<file path="src/rtl/clk_div_scheduler.sv">
// Programmable clock-divider controller: divides clk_in by a runtime ratio and runs
// free-running, counted or stoppable bursts. Ratio changes land only on period boundaries.
module clk_div_scheduler #(
  parameter int DIV_W   = 8,
  parameter int CNT_W   = 16,
  parameter int DEF_DIV = 28
) (
  input  logic             clk_in,
  input  logic             rst,
  input  logic             cfg_valid,
  output logic             cfg_ready,
  input  logic [DIV_W-1:0] cfg_div,
  input  logic [CNT_W-1:0] cfg_periods,
  input  logic             start,
  input  logic             stop,
  output logic             clk_out,
  output logic             tick,
  output logic             busy,
  output logic             done,
  output logic [CNT_W-1:0] period_cnt
);

  typedef enum logic [1:0] {
    S_IDLE  = 2'd0,
    S_RUN   = 2'd1,
    S_DRAIN = 2'd2
  } state_t;

  localparam logic [DIV_W-1:0] DEF_DIV_C = DIV_W'(DEF_DIV);

  state_t           state_q, state_d;
  logic [DIV_W-1:0] cnt_q, cnt_d;
  logic [DIV_W-1:0] active_div_q, active_div_d;
  logic [CNT_W-1:0] active_per_q, active_per_d;
  logic [DIV_W-1:0] pend_div_q, pend_div_d;
  logic [CNT_W-1:0] pend_per_q, pend_per_d;
  logic             pend_valid_q, pend_valid_d;
  logic             stop_req_q, stop_req_d;
  logic             clk_out_q, clk_out_d;
  logic             done_q, done_d;
  logic [CNT_W-1:0] period_cnt_q, period_cnt_d;

  logic             cfg_fire;
  logic             boundary;
  logic             last_period;
  logic [CNT_W:0]   period_next;

  function automatic logic [DIV_W-1:0] clamp_div(input logic [DIV_W-1:0] n);
    return (n < DIV_W'(2)) ? DIV_W'(2) : n;
  endfunction

  function automatic logic [DIV_W-1:0] high_time(input logic [DIV_W-1:0] n);
    return n - (n >> 1);
  endfunction

  assign cfg_ready   = (state_q == S_IDLE) || ((state_q == S_RUN) && !pend_valid_q);
  assign cfg_fire    = cfg_valid && cfg_ready;
  assign busy        = (state_q != S_IDLE);
  assign boundary    = (cnt_q == (active_div_q - DIV_W'(1)));
  assign tick        = busy && boundary;
  assign period_next = {1'b0, period_cnt_q} + (CNT_W+1)'(1);
  assign last_period = (active_per_q != '0) && (period_next == {1'b0, active_per_q});

  assign clk_out    = clk_out_q;
  assign done       = done_q;
  assign period_cnt = period_cnt_q;

  always_comb begin
    state_d      = state_q;
    cnt_d        = cnt_q;
    active_div_d = active_div_q;
    active_per_d = active_per_q;
    pend_div_d   = pend_div_q;
    pend_per_d   = pend_per_q;
    pend_valid_d = pend_valid_q;
    stop_req_d   = stop_req_q;
    clk_out_d    = clk_out_q;
    done_d       = 1'b0;
    period_cnt_d = period_cnt_q;

    case (state_q)
      S_IDLE: begin
        if (cfg_fire) begin
          active_div_d = clamp_div(cfg_div);
          active_per_d = cfg_periods;
        end
        if (start && !stop) begin
          state_d      = S_RUN;
          cnt_d        = '0;
          clk_out_d    = 1'b1;
          period_cnt_d = '0;
          stop_req_d   = 1'b0;
        end
      end
      default: begin
        if ((state_q == S_RUN) && cfg_fire) begin
          pend_valid_d = 1'b1;
          pend_div_d   = clamp_div(cfg_div);
          pend_per_d   = cfg_periods;
        end
        if ((state_q == S_RUN) && stop) begin
          state_d    = S_DRAIN;
          stop_req_d = 1'b1;
        end
        if (boundary) begin
          cnt_d = '0;
          if (!period_next[CNT_W]) period_cnt_d = period_next[CNT_W-1:0];
          if (last_period || stop_req_q) begin
            state_d      = S_IDLE;
            stop_req_d   = 1'b0;
            done_d       = 1'b1;
            clk_out_d    = 1'b0;
            pend_valid_d = 1'b0;
            // A counted run that ends naturally still honours the newest accepted ratio.
            if (!stop_req_q) begin
              if (pend_valid_q) begin
                active_div_d = pend_div_q;
                active_per_d = pend_per_q;
              end else if (cfg_fire) begin
                active_div_d = clamp_div(cfg_div);
                active_per_d = cfg_periods;
              end
            end
          end else begin
            if (pend_valid_q) begin
              active_div_d = pend_div_q;
              active_per_d = pend_per_q;
              pend_valid_d = 1'b0;
            end
            clk_out_d = 1'b1;
          end
        end else begin
          cnt_d     = cnt_q + DIV_W'(1);
          clk_out_d = (cnt_d < high_time(active_div_q));
        end
      end
    endcase
  end

  always_ff @(posedge clk_in) begin
    if (rst) begin
      state_q      <= S_IDLE;
      cnt_q        <= '0;
      active_div_q <= DEF_DIV_C;
      active_per_q <= '0;
      pend_valid_q <= 1'b0;
      stop_req_q   <= 1'b0;
      clk_out_q    <= 1'b0;
      done_q       <= 1'b0;
      period_cnt_q <= '0;
    end else begin
      state_q      <= state_d;
      cnt_q        <= cnt_d;
      active_div_q <= active_div_d;
      active_per_q <= active_per_d;
      pend_valid_q <= pend_valid_d;
      stop_req_q   <= stop_req_d;
      clk_out_q    <= clk_out_d;
      done_q       <= done_d;
      period_cnt_q <= period_cnt_d;
    end
  end

  // Pending payload is qualified by pend_valid_q, so it needs no reset.
  always_ff @(posedge clk_in) begin
    pend_div_q <= pend_div_d;
    pend_per_q <= pend_per_d;
  end

endmodule

</file>
<file path="config.mk">
export PLATFORM = sky130hd
export DESIGN_NAME = clk_div_scheduler
export DESIGN_NICKNAME = d
export VERILOG_FILES = /design/src/rtl/clk_div_scheduler.sv
export SDC_FILE = /design/constraint.sdc
export NUM_CORES = 1
export LEC_CHECK = 0
export ABC_AREA = 1
export ABC_CLOCK_PERIOD_IN_PS = 2480
export CORE_MARGIN = 2
export CORE_UTILIZATION = 53
export DETAILED_ROUTE_END_ITERATION = 10
export PLACE_DENSITY = 0.77
export SYNTH_ARGS = -nofsm -noshare
export SYNTH_HDL_FRONTEND = slang
export SYNTH_SLANG_ARGS = --single-unit
</file>
<file path="constraint.sdc">
create_clock -name clk_in -period 2.48 [get_ports clk_in]
set_input_delay 0.496 -clock clk_in [delete_from_list [all_inputs] [get_ports clk_in]]
set_output_delay 0.496 -clock clk_in [all_outputs]
set_load 0.02 [all_outputs]
</file>
==> Yosys cells after proc, flatten, opt, wreduce, memory -nomap -nowiden <==
Cells that the tools add are included.
{ "word_totals": {"regBits": 78, "latchBits": 0, "ram_bits": 0, "mem_bits_ro": 0, "out_inout_bits": 21, "word_cells": 86, "memories": 0} }
{ "classes": {"addsub": 4, "multipliers": 0, "div_mod_pow": 0, "order_cmp": 2, "eq_ne": 6, "shift": 0, "muxes": 41, "bitwise_logic": 2, "reduce_logical": 20} }
{ "op_table": {"columns": ["operator", "n"], "rows": [
  ["16-bit two-way mux", 11],
  ["8-bit two-way mux", 11],
  ["16-bit by 1-bit adder with 17-bit output, second input constant", 1],
  ["17-bit by 16-bit equality test with 1-bit output", 1],
  ["16-bit nonzero test", 1],
  ["1-bit two-way mux", 14],
  ["2-bit two-way mux", 5],
  ["8-bit by 1-bit adder with 8-bit output, second input constant", 1],
  ["8-bit equality test", 1],
  ["8-bit by 2-bit < comparator with 1-bit output, second input constant", 1],
  ["8-bit < comparator", 1],
  ["8-bit by 1-bit subtractor with 8-bit output, second input constant", 1],
  ["8-bit by 7-bit subtractor with 8-bit output", 1],
  ["1-bit logical AND", 7],
  ["3-bit AND reduction", 2],
  ["2-bit by 1-bit inequality test with 1-bit output, second input constant", 2],
  ["2-bit nonzero test", 2],
  ["3-bit inequality test, second input constant", 1],
  ["3-bit nonzero test", 1],
  ["3-bit OR reduction", 1],
  ["2-bit by 1-bit equality test with 1-bit output, second input constant", 1],
  ["1-bit zero test", 2],
  ["2-bit zero test", 1],
  ["1-bit logical OR", 2],
  ["2 further kinds", 3]
]} }

==> Logic depth before layout (Yosys ltp) <==
Gate-level depths: netlist of run 1.
{ "depth": {"word_depth": 10, "ltp_mapped": 19, "mapped_depth_nobuf": 18} }

==> Worst setup path before layout of run 1 <==
Ideal clock, no wire load.
{ "synth_path": {"kind": "register -> register", "start": "register active_div_q[2]", "end": "register clk_out_q (netlist: clk_out)", "setup_time_ns": 0.122, "arrival_time_ns": 2.452, "setup_slack_ns": -0.094, "stages_incl_launch_ff": 16, "cell_sequence": "dfxtp_1 -> inv_1 -> ha_1 -> o31ai_1 -> a21oi_1 -> o21ai_0 -> a21oi_1 -> nor2_1 -> nor2_1 -> xor2_1 -> ha_1 -> nand2_1 -> nor2_1 -> a21oi_1 -> a21oi_1 -> o21ai_0"} }
{ "synth_via": {"elab_chain_len": 4, "elab_cells_between_ends": 6} }
{ "synth_rtl": {"columns": ["item", "line", "source"], "rows": [
  ["start, declared", "33", "logic [DIV_W-1:0] active_div_q, active_div_d;"],
  ["start signal, assigned", "154", "active_div_q <= active_div_d;"],
  ["8-bit by 7-bit subtractor with 8-bit output or 8-bit by 1-bit subtractor with 8-bit output (tied branches)", "53, 59", null],
  ["8-bit < comparator or 8-bit equality test (tied branches)", "134, 59", null],
  ["1-bit two-way mux (*)", "105", "if (boundary) begin"],
  ["1-bit two-way mux (*)", "81", "case (state_q)"],
  ["end signal, assigned", "158", "clk_out_q <= clk_out_d;"],
  ["end, declared", "39", "logic clk_out_q, clk_out_d;"]
]} }
Every way passes the cells marked *; elsewhere a longest branch is shown, timed or not.
A chain may end at the register's enable or synchronous reset.

==> Final worst setup path of run 1 <==
{ "layout_path": {"start": "register active_div_q[1]", "end": "output port tick"} }
{ "layout_via": {"elab_chain_len": 3} }
{ "layout_rtl": {"columns": ["item", "line", "source"], "rows": [
  ["8-bit by 1-bit subtractor with 8-bit output", "59", "assign boundary = (cnt_q == (active_div_q - DIV_W'(1)));"],
  ["8-bit equality test", "59", null],
  ["1-bit logical AND", "60", "assign tick = busy && boundary;"],
  ["end, declared", "17", "output logic tick,"]
]} }
No other way between the ends.

==> results.sh, run 1 <==
export IMPL_async_flop_share_pct=0
export IMPL_cp_end_kind="primary output"
export IMPL_synth_edf_count=24
export IMPL_first_global_vias=5148
export IMPL_crit_chain="inv_1 > ha_1 > nand3_1 > nand2_1 > nand2_1 > xor2_1 > nand4_1 > nor2_2 > buf_6"
export IMPL_critPathMaxFanout=3
export IMPL_syn_area_um2=5390
export IMPL_htree_levels=3
export IMPL_use_met1_pct=37.8
export IMPL_grt_max_degree=32
export IMPL_numClockSinks=78
export IMPL_io_buffers=49
export IMPL_mostFrequentLayoutCell="nand2_1"
export IMPL_holdWs_ns=0.465
export IMPL_first_pass_iters=6
export IMPL_insertion_delay_ns=0.38
export IMPL_busiest_layer="met2"
export IMPL_fp_coreArea_um2=9820
export IMPL_globalplace_congestion=0.923
export IMPL_final_nets=922
export IMPL_die_area_um2=11000
export IMPL_vias_per_cell=5.67
export IMPL_grt_util_all_layers_pct=27.2
export IMPL_io_pins=50
export IMPL_finalHoldViolCount=0
export IMPL_hp_class="flip-flop to flip-flop"
export IMPL_power_density_nw_per_um2=696
export IMPL_antenna_found_initial=0
export IMPL_postCtsHoldBufs=0
export IMPL_die_h_um=105
export IMPL_cp_top_family="simple AND/OR/NAND/NOR gates"
export IMPL_setup_viol_count_final=2
export IMPL_cp_data_required_time_ns=1.98
export IMPL_syn_num_nets=843
export IMPL_grt_use_met3_pct=5.12
export IMPL_finalCritPeriodShare_pct=101
export IMPL_crit_top_cell="nand2_1"
export IMPL_slowest_delay_ns=0.34
export IMPL_clockRootBuffer="clkbuf_8"
export IMPL_vdd_drop_max_v=0.000384
export IMPL_drc_errors=0
export IMPL_power_leakage_nw=3.08
export IMPL_syn_area_per_cell_um2=6.83
export IMPL_clk_pin_slew_ns=0.08
export IMPL_hpwl_um=11200
export IMPL_drive_gt1_share_pct=18.1
export IMPL_yosys_warnings=0
export IMPL_cp_num_buf_inv=2
export IMPL_num_vias=5708
export IMPL_syn_inst=789
export IMPL_placementRows=36
export IMPL_drtIter0Drc=495
export IMPL_mostFrequentLayoutCells="nand2_1 (157), nand3_1 (107), inv_1 (99)"
export IMPL_rsz0062_at_grt="yes"
export IMPL_finalWorstSetupSlack_ns=-0.0201
export IMPL_status="complete, but fails checks"
export IMPL_power_mw=4.83
export IMPL_tightest_slew_ns=0.751
export IMPL_critPathKind="flip-flop to primary output"
export IMPL_finClkSkew_ns=0.0230
export IMPL_period_minus_slack_ns=2.50
export IMPL_start_util_pct=54.9
export IMPL_grt_pass1_wl_um=24400
export IMPL_cp_start_kind="flip-flop"
export IMPL_use_met2_pct=42.9
export IMPL_ys_ff_latch=78
export IMPL_arrival_ns=2.00
export IMPL_die_x_um=105
export IMPL_wl_per_cell_um=16.2
export IMPL_antenna_left=0
export IMPL_syn_to_final_growth_pct=28.9
export IMPL_violations="setup timing"
export IMPL_synthFlopType="dfxtp_1"
export IMPL_cts_tree="done"
export IMPL_grt_ovfl_total=0
export IMPL_drv_slew=0
export IMPL_clockBufferDepth=2
export IMPL_n_antenna_cell=0
export IMPL_crit_slowest_cell="dfxtp_1"
export IMPL_max_slew_margin_pct=49.8
export IMPL_maxCapViolations=0
export IMPL_ys_types=40
export IMPL_fmax_ghz=0.400
export IMPL_yosysSeqAreaShare_pct=33.4
export IMPL_numCtsBuffers=9
export IMPL_drt_wl_total_um=16300
repair_timing:
| action | 4_1_cts | 5_1_grt |
|---|---|---|
| setup endpoints to repair | 25 | 29 |
| pin swaps | 3 | 30 |
| setup buffers | 1 | 8 |
| resized for setup | 15 | 80 |
| cloned | 1 | 5 |
synth_stat cells (2+ instances only):
| library cell | number | area [µm²] |
|---|---|---|
| xnor2_1 | 5 | 43.8 |
| buf_1 | 4 | 15.0 |
| nor2_1 | 61 | 229 |
| nand3b_1 | 5 | 37.5 |
| clkbuf_1 | 20 | 75.1 |
| a21oi_1 | 69 | 345 |
| ha_1 | 24 | 300 |
| nor2_4 | 5 | 56.3 |
| nand3_1 | 119 | 596 |
| a32o_1 | 2 | 20.0 |
| nand4_1 | 13 | 81.3 |
| nand3_2 | 9 | 90.1 |
| o21ai_0 | 46 | 230 |
| dfxtp_1 | 54 | 1080 |
| nand2_2 | 6 | 37.5 |
| xor2_1 | 19 | 166 |
| inv_1 | 104 | 390 |
| or2_2 | 2 | 12.5 |
| buf_2 | 4 | 20.0 |
| buf_4 | 2 | 15.0 |
| nor3_1 | 4 | 20.0 |
| nand2_1 | 167 | 627 |
| a21o_1 | 2 | 15.0 |
| buf_6 | 4 | 45.0 |
| edfxtp_1 | 24 | 721 |
metal layers:
metal / wire length (µm) / vias to the layer above / part of all wire [%]
li1: - / 2753 / -
met1: 6920 / 2591 / 43
met2: 7500 / 331 / 46
met3: 1560 / 33 / 9.6
met4: 287 / 0 / 1.8
met5: 0 / - / 0
power by group:
part           leakage [nW]  internal [mW]  switching, mW
Clock                0.0968          0.478          0.548
Combinational          2.32          0.907           1.28
Sequential            0.666           1.46          0.148
registers in the layout (all words and copies together), names as in the netlist, 2 cells and up:
name	flops
active_div_q	8
pend_div_q	8
period_cnt	16
state_q	2
cnt_q	8
pend_per_q	16
active_per_q	16
path summary, 6_finish.rpt:
check | end | start | slack [ns] | depth (start not counted)
setup / recovery | tick | active_div_q[1] | -0.02 | 9
hold / removal | clk_out | clk_out | 0.46 | 2
setup reg to reg | clk_out | active_div_q[1] | 0 | 14
hold reg to reg | clk_out | clk_out | 0.46 | 2
worst reg2reg max path, stage by stage (launching register included):
cell,delay (ns)
dfxtp_1,0.34
buf_4,0.16
ha_4,0.15
inv_1,0.05
fa_2,0.52
inv_1,0.04
ha_1,0.27
a21oi_1,0.14
o21ai_0,0.10
a21o_1,0.18
a21oi_1,0.13
nor2_1,0.05
a21oi_1,0.11
a21oi_1,0.08
o21ai_1,0.10
logic make-up after synthesis:
family	after synthesis	share of synthesized area, %
adders and majority gates	25	5.95
xor gates and xnor gates	24	3.90
DFF	78	33.4
and+or+nand+nor	396	33.8
buffers and inverters	140	10.5
AOI/OAI and AO/OA	126	12.4
layout make-up:
| cell class | count | area [µm²] |
|---|---|---|
| multi-input combinational | 573 | 3320 |
| fill | 818 | 2880 |
| sequential | 78 | 1820 |
| timing repair buffer | 100 | 1020 |
| inverter | 106 | 407 |
| tap | 133 | 166 |
| clock buffer | 9 | 124 |
| clock inverter | 7 | 80.1 |
stage by stage:
step,setup TNS (ns),util [%],worst slack [ns],area [µm²],cells
floorplan,0,-,0.0293,5390,789
global placement,-0.0465,63.4,-0.0465,6230,975
detailed placement,-0.176,63.4,-0.0869,6230,975
CTS,-0.0149,66.0,-0.0127,6480,993
global route,-1.86,70.7,-0.175,6940,1006
finish,-0.0224,70.7,-0.0201,6940,1006
(Power assumes the default switching activity.)
==> inputs of run 2 (changes only) <==
--- a/config.mk
+++ b/config.mk
@@ -9,7 +9,9 @@
 export ABC_CLOCK_PERIOD_IN_PS = 2480
 export CORE_MARGIN = 2
 export CORE_UTILIZATION = 53
+export CTS_CLUSTER_DIAMETER = 60
 export DETAILED_ROUTE_END_ITERATION = 10
+export GPL_TIMING_DRIVEN = 0
 export PLACE_DENSITY = 0.77
 export SYNTH_ARGS = -nofsm -noshare
 export SYNTH_HDL_FRONTEND = slang
==> results.sh, run 2 (same netlist as run 1, synthesis figures left out) <==
export IMPL_cp_start_kind="flip-flop"
export IMPL_clkPwrFrac_pct=21.3
export IMPL_cp_end_kind="flip-flop"
export IMPL_violations="setup timing"
export IMPL_antenna_found_initial=0
export IMPL_cp_top_family="adder cells"
export IMPL_rsz0062_at_grt="yes"
export IMPL_cp_num_buf_inv=2
export IMPL_finalWorstSetupSlack_ns=-0.258
export IMPL_clk_pin_slew_ns=0.09
export IMPL_die_x_um=105
export IMPL_power_leakage_nw=2.98
export IMPL_max_slew_margin_pct=52.5
export IMPL_rr_worst_depth=15
export IMPL_io_buffers=48
export IMPL_post_route_util_pct=68.8
export IMPL_grt_ovfl_total=0
export IMPL_hp_class="flip-flop to flip-flop"
export IMPL_cts_tree="done"
export IMPL_placementRows=36
export IMPL_wl_per_cell_um=15.8
export IMPL_holdPathStages=2
export IMPL_grt_max_degree=26
export IMPL_drive_gt1_share_pct=16.1
export IMPL_first_pass_iters=6
export IMPL_slowest_delay_ns=0.41
export IMPL_drtIter0Drc=448
export IMPL_wl_met3_um=1430
export IMPL_start_util_pct=54.9
export IMPL_p_int_mw=2.78
export IMPL_p_switching_mw=1.98
export IMPL_fp_coreArea_um2=9820
export IMPL_cp_data_required_time_ns=2.78
export IMPL_htree_levels=3
export IMPL_rrSetupSlack_ns=-0.26
export IMPL_n_antenna_cell=0
export IMPL_crit_chain="inv_2 > ha_2 > inv_1 > fa_1 > nand3_1 > a21o_1 > nand2_1 > a21oi_2 > xor2_1 > ha_1 > nand2_1 > nor2_1 > a21oi_1 > a21oi_1 > o21ai_1"
export IMPL_arrival_ns=3.04
export IMPL_drc_errors=0
export IMPL_finalHoldViolCount=0
export IMPL_postCtsHoldBufs=0
export IMPL_drv_slew=0
export IMPL_seq_power_share_pct=34.2
export IMPL_critPathKind="flip-flop to flip-flop"
export IMPL_fmax_ghz=0.365
export IMPL_mostFrequentLayoutCell="nand2_1"
export IMPL_p_sw_share_pct=41.6
export IMPL_finClkSkew_ns=0.0148
export IMPL_numClockSinks=78
export IMPL_die_h_um=105
export IMPL_maxCapViolations=0
export IMPL_crit_slowest_cell="fa_1"
export IMPL_syn_to_final_growth_pct=25.4
export IMPL_hpwl_um=11100
export IMPL_power_mw=4.76
export IMPL_antenna_left=0
export IMPL_critPathMaxFanout=3
export IMPL_insertion_delay_ns=0.37
export IMPL_num_vias=5745
export IMPL_vdd_drop_max_v=0.000377
export IMPL_tightest_slew_ns=0.710
export IMPL_wl_met1_um=6930
export IMPL_clockRootBuffer="clkbuf_8"
export IMPL_io_pins=50
export IMPL_dr_wl_met2_um=7340
export IMPL_die_area_um2=11000
export IMPL_power_density_nw_per_um2=704
export IMPL_cp_depth=15
export IMPL_setup_viol_count_final=2
export IMPL_globalplace_congestion=0.930
export IMPL_drt_wl_total_um=16000
export IMPL_finalCritPeriodShare_pct=110
export IMPL_top_layer_used="met4"
export IMPL_vias_per_cell=5.69
export IMPL_clockBufferDepth=2
export IMPL_status="complete, but fails checks"
export IMPL_period_minus_slack_ns=2.74
export IMPL_grt_util_all_layers_pct=26.7
export IMPL_mostFrequentLayoutCells="nand2_1 (162), nand3_1 (108), inv_1 (99)"
export IMPL_combinationalPowerShare_pct=44.5
export IMPL_numCtsBuffers=9
export IMPL_first_global_vias=5183
export IMPL_final_nets=926
export IMPL_grt_pass1_wl_um=23900
## run 2: cell types whose count changed in the layout (fill, tap and decap cells not counted), sizes merged
| cell | before | now |
|---|---|---|
| clkdlybuf4s50 | 48 | 46 |
| nand2 | 174 | 173 |
| buf | 48 | 41 |
| clkinv | 2 | 1 |
| clkbuf | 13 | 27 |
| dlygate4sd2 | 0 | 1 |
## run 2: routing by layer
| layer | track usage [%] | vias to the layer above |
|---|---|---|
| met5 | 0 | - |
| met4 | 10.2 | 0 |
| met3 | 5.68 | 32 |
| met2 | 40.8 | 331 |
| met1 | 36.9 | 2616 |
| li1 | - | 2766 |
## run 2: path summary, 6_finish.rpt
kind | start | endpoint
setup / recovery | active_div_q[0] | clk_out
hold reg to reg | clk_out | clk_out
hold / removal | clk_out | clk_out
setup reg to reg | active_div_q[0] | clk_out
## run 2: what timing repair did
item	in CTS	in global routing
resized for setup	42	77
pin swaps	16	26
endpoints found under the hold margin	0	0
setup buffers	8	15
cloned	1	0
endpoints found under the setup margin	46	70
## run 2: power by group through the flow
stage	Sequential (mW)	Clock [mW]	Combinational, mW
finish	1.63	1.02	2.11
CTS	1.61	1.00	1.83
floorplan	1.63	0	1.23
global placement	1.63	0	1.69
global route	1.64	1.07	2.30
detailed placement	1.63	0	1.74
## run 2: tightest hold or removal path: stages (launching register included)
cell and delay [ns]:
dfxtp_1 0.33, nand2_1 0.06, o21ai_1 0.06
## run 2: final cells by class
class	instances	area [µm²]
well taps	133	166
clock buffers	10	128
clock inverters	6	70.1
plain buffers	34	211
inverters	106	408
multi-input cells	572	3270
flip-flops and latches	78	1840
fillers	855	3060
repair buffers	71	666
## run 2: through the flow
stage,area [µm²],setup WS [ns],std cells,TNS [ns],hold slack (ns)
2_1_floorplan,5390,0.0293,789,0,0.467
3_3_place_gp,6040,-0.287,970,-6.47,0.463
3_5_place_dp,6040,-0.321,970,-8.72,0.464
4_1_cts,6380,-0.0430,995,-0.0533,0.474
5_1_grt,6760,-0.378,1010,-2.73,0.504
6_report,6760,-0.258,1010,-0.327,0.480
==> inputs of run 3 (changes only) <==
--- a/config.mk
+++ b/config.mk
@@ -10,9 +10,11 @@
 export CORE_MARGIN = 2
 export CORE_UTILIZATION = 53
 export CTS_CLUSTER_DIAMETER = 60
+export CTS_CLUSTER_SIZE = 40
 export DETAILED_ROUTE_END_ITERATION = 10
 export GPL_TIMING_DRIVEN = 0
 export PLACE_DENSITY = 0.77
 export SYNTH_ARGS = -nofsm -noshare
 export SYNTH_HDL_FRONTEND = slang
 export SYNTH_SLANG_ARGS = --single-unit
+export TNS_END_PERCENT = 1
==> results.sh, run 3 (same netlist as run 1, synthesis figures left out) <==
export IMPL_status="complete, but fails checks"
export IMPL_violations="setup timing"
export IMPL_first_pass_iters=5
export IMPL_setup_viol_count_final=2
export IMPL_n_antenna_cell=0
export IMPL_dp_cells=971
export IMPL_drtIter0Drc=475
export IMPL_final_nets=913
export IMPL_io_pins=50
export IMPL_hp_class="flip-flop to flip-flop"
export IMPL_holdPathStages=2
export IMPL_power_leakage_nw=2.93
export IMPL_insertion_delay_ns=0.35
export IMPL_postCtsHoldBufs=0
export IMPL_grt_ovfl_total=0
export IMPL_r2r_start="active_div_q[4]"
export IMPL_holdWs_ns=0.471
export IMPL_mostFrequentLayoutCell="nand2_1"
export IMPL_period_minus_slack_ns=2.53
export IMPL_finalNonFillerCells=997
export IMPL_finClkSkew_ns=0.00829
export IMPL_antenna_left=0
export IMPL_vias_per_cell=5.58
export IMPL_first_global_vias=4956
export IMPL_cts_tree="done"
export IMPL_mostFrequentLayoutCells="nand2_1 (162), nand3_1 (112), inv_1 (99)"
export IMPL_tightest_slew_ns=0.613
export IMPL_numClockSinks=78
export IMPL_maxCapViolations=0
export IMPL_finalHoldViolCount=0
export IMPL_die_x_um=105
export IMPL_fp_coreArea_um2=9820
export IMPL_numCtsBuffers=9
export IMPL_placed_area_um2=6060
export IMPL_rsz0062_at_grt="yes"
export IMPL_arrival_ns=2.82
export IMPL_globalplace_congestion=0.921
export IMPL_power_density_nw_per_um2=715
export IMPL_nFillCells=860
export IMPL_wl_per_cell_um=15.1
export IMPL_drt_wl_total_um=15100
export IMPL_rr_worst_depth=14
export IMPL_die_h_um=105
export IMPL_grt_util_all_layers_pct=26.5
export IMPL_vdd_drop_max_v=0.000356
export IMPL_placementRows=36
export IMPL_critPathKind="flip-flop to flip-flop"
export IMPL_num_vias=5563
export IMPL_antenna_found_initial=0
export IMPL_power_mw=4.75
export IMPL_design_area_um2=6650
export IMPL_grt_max_degree=17
export IMPL_clk_pin_slew_ns=0.08
export IMPL_htree_levels=3
export IMPL_syn_to_final_growth_pct=23.5
export IMPL_drc_errors=0
export IMPL_cp_start_kind="flip-flop"
export IMPL_hpwl_um=11100
export IMPL_finalCritPeriodShare_pct=102
export IMPL_io_buffers=48
export IMPL_critPathMaxFanout=5
export IMPL_cp_end_kind="flip-flop"
export IMPL_die_area_um2=11000
export IMPL_clockBufferDepth=2
export IMPL_crit_path_start="active_div_q[4]"
export IMPL_start_util_pct=54.9
export IMPL_drive_gt1_share_pct=14.1
export IMPL_drv_slew=0
export IMPL_grt_pass1_wl_um=23700
export IMPL_clockRootBuffer="clkbuf_8"
export IMPL_finalWorstSetupSlack_ns=-0.0489
export IMPL_max_slew_margin_pct=59.1
export IMPL_place_ws_ns=-0.402
export IMPL_hold_start="clk_out"
export IMPL_cp_data_required_time_ns=2.77
export IMPL_fmax_ghz=0.395
==> run 3: area by class of cell <==
class                           instances  area [µm²]  share of cell area [%]
Buffer                                 34         191                    2.88
Clock buffer                           11         141                    2.13
Clock inverter                          5        81.3                    1.22
Inverter                              106         410                    6.17
Multi-Input combinational cell        572        3270                    49.1
Sequential cell                        78        1830                    27.6
Tap cell                              133         166                    2.50
Timing Repair Buffer                   58         563                    8.46
==> run 3: through the flow <==
stage                     utilization, %  setup TNS, ns
final                               67.7        -0.0781
after global routing                67.7          -2.28
after CTS                           65.1         -0.821
after detailed placement            61.7          -6.32
after global placement              61.5         -20.50
after floorplan                        -         -0.525
==> run 3: layer usage <==
layer	GRT usage, %	routed length (µm)
met5	0	0
met4	5.81	240
met3	5.36	1090
met2	42.0	6950
met1	37.3	6800
==> run 3: final timing paths <==
check / slack [ns] / end
setup / recovery: -0.05 / clk_out
hold reg to reg: 0.47 / clk_out
hold / removal: 0.47 / clk_out
setup reg to reg: -0.05 / clk_out
==> run 3: power by group <==
group / leakage [nW] / total, mW / internal [mW] / switching [mW]
clock: 0.110 / 1.09 / 0.597 / 0.494
sequential: 0.667 / 1.62 / 1.47 / 0.158
combinational: 2.15 / 2.04 / 0.802 / 1.24
total: 2.93 / 4.75 / 2.87 / 1.89
==> run 3: repair_timing <==
item                                    CTS  global route
endpoints found under the setup margin   46            45
pin swaps                                12            21
gates resized for setup                  34            72
buffers inserted                          7             2
cloned                                    1             0
==> run 3: critical path: stages (launching register included) <==
cell     delay (ns)
dfxtp_2        0.37
inv_1          0.12
ha_1           0.35
inv_1          0.10
a21oi_1        0.25
a21o_1         0.19
nand2_1        0.07
a21oi_2        0.15
xor2_1         0.20
ha_1           0.26
nand2_1        0.07
nor2_2         0.05
a21oi_2        0.11
a21oi_2        0.07
o21ai_1        0.11
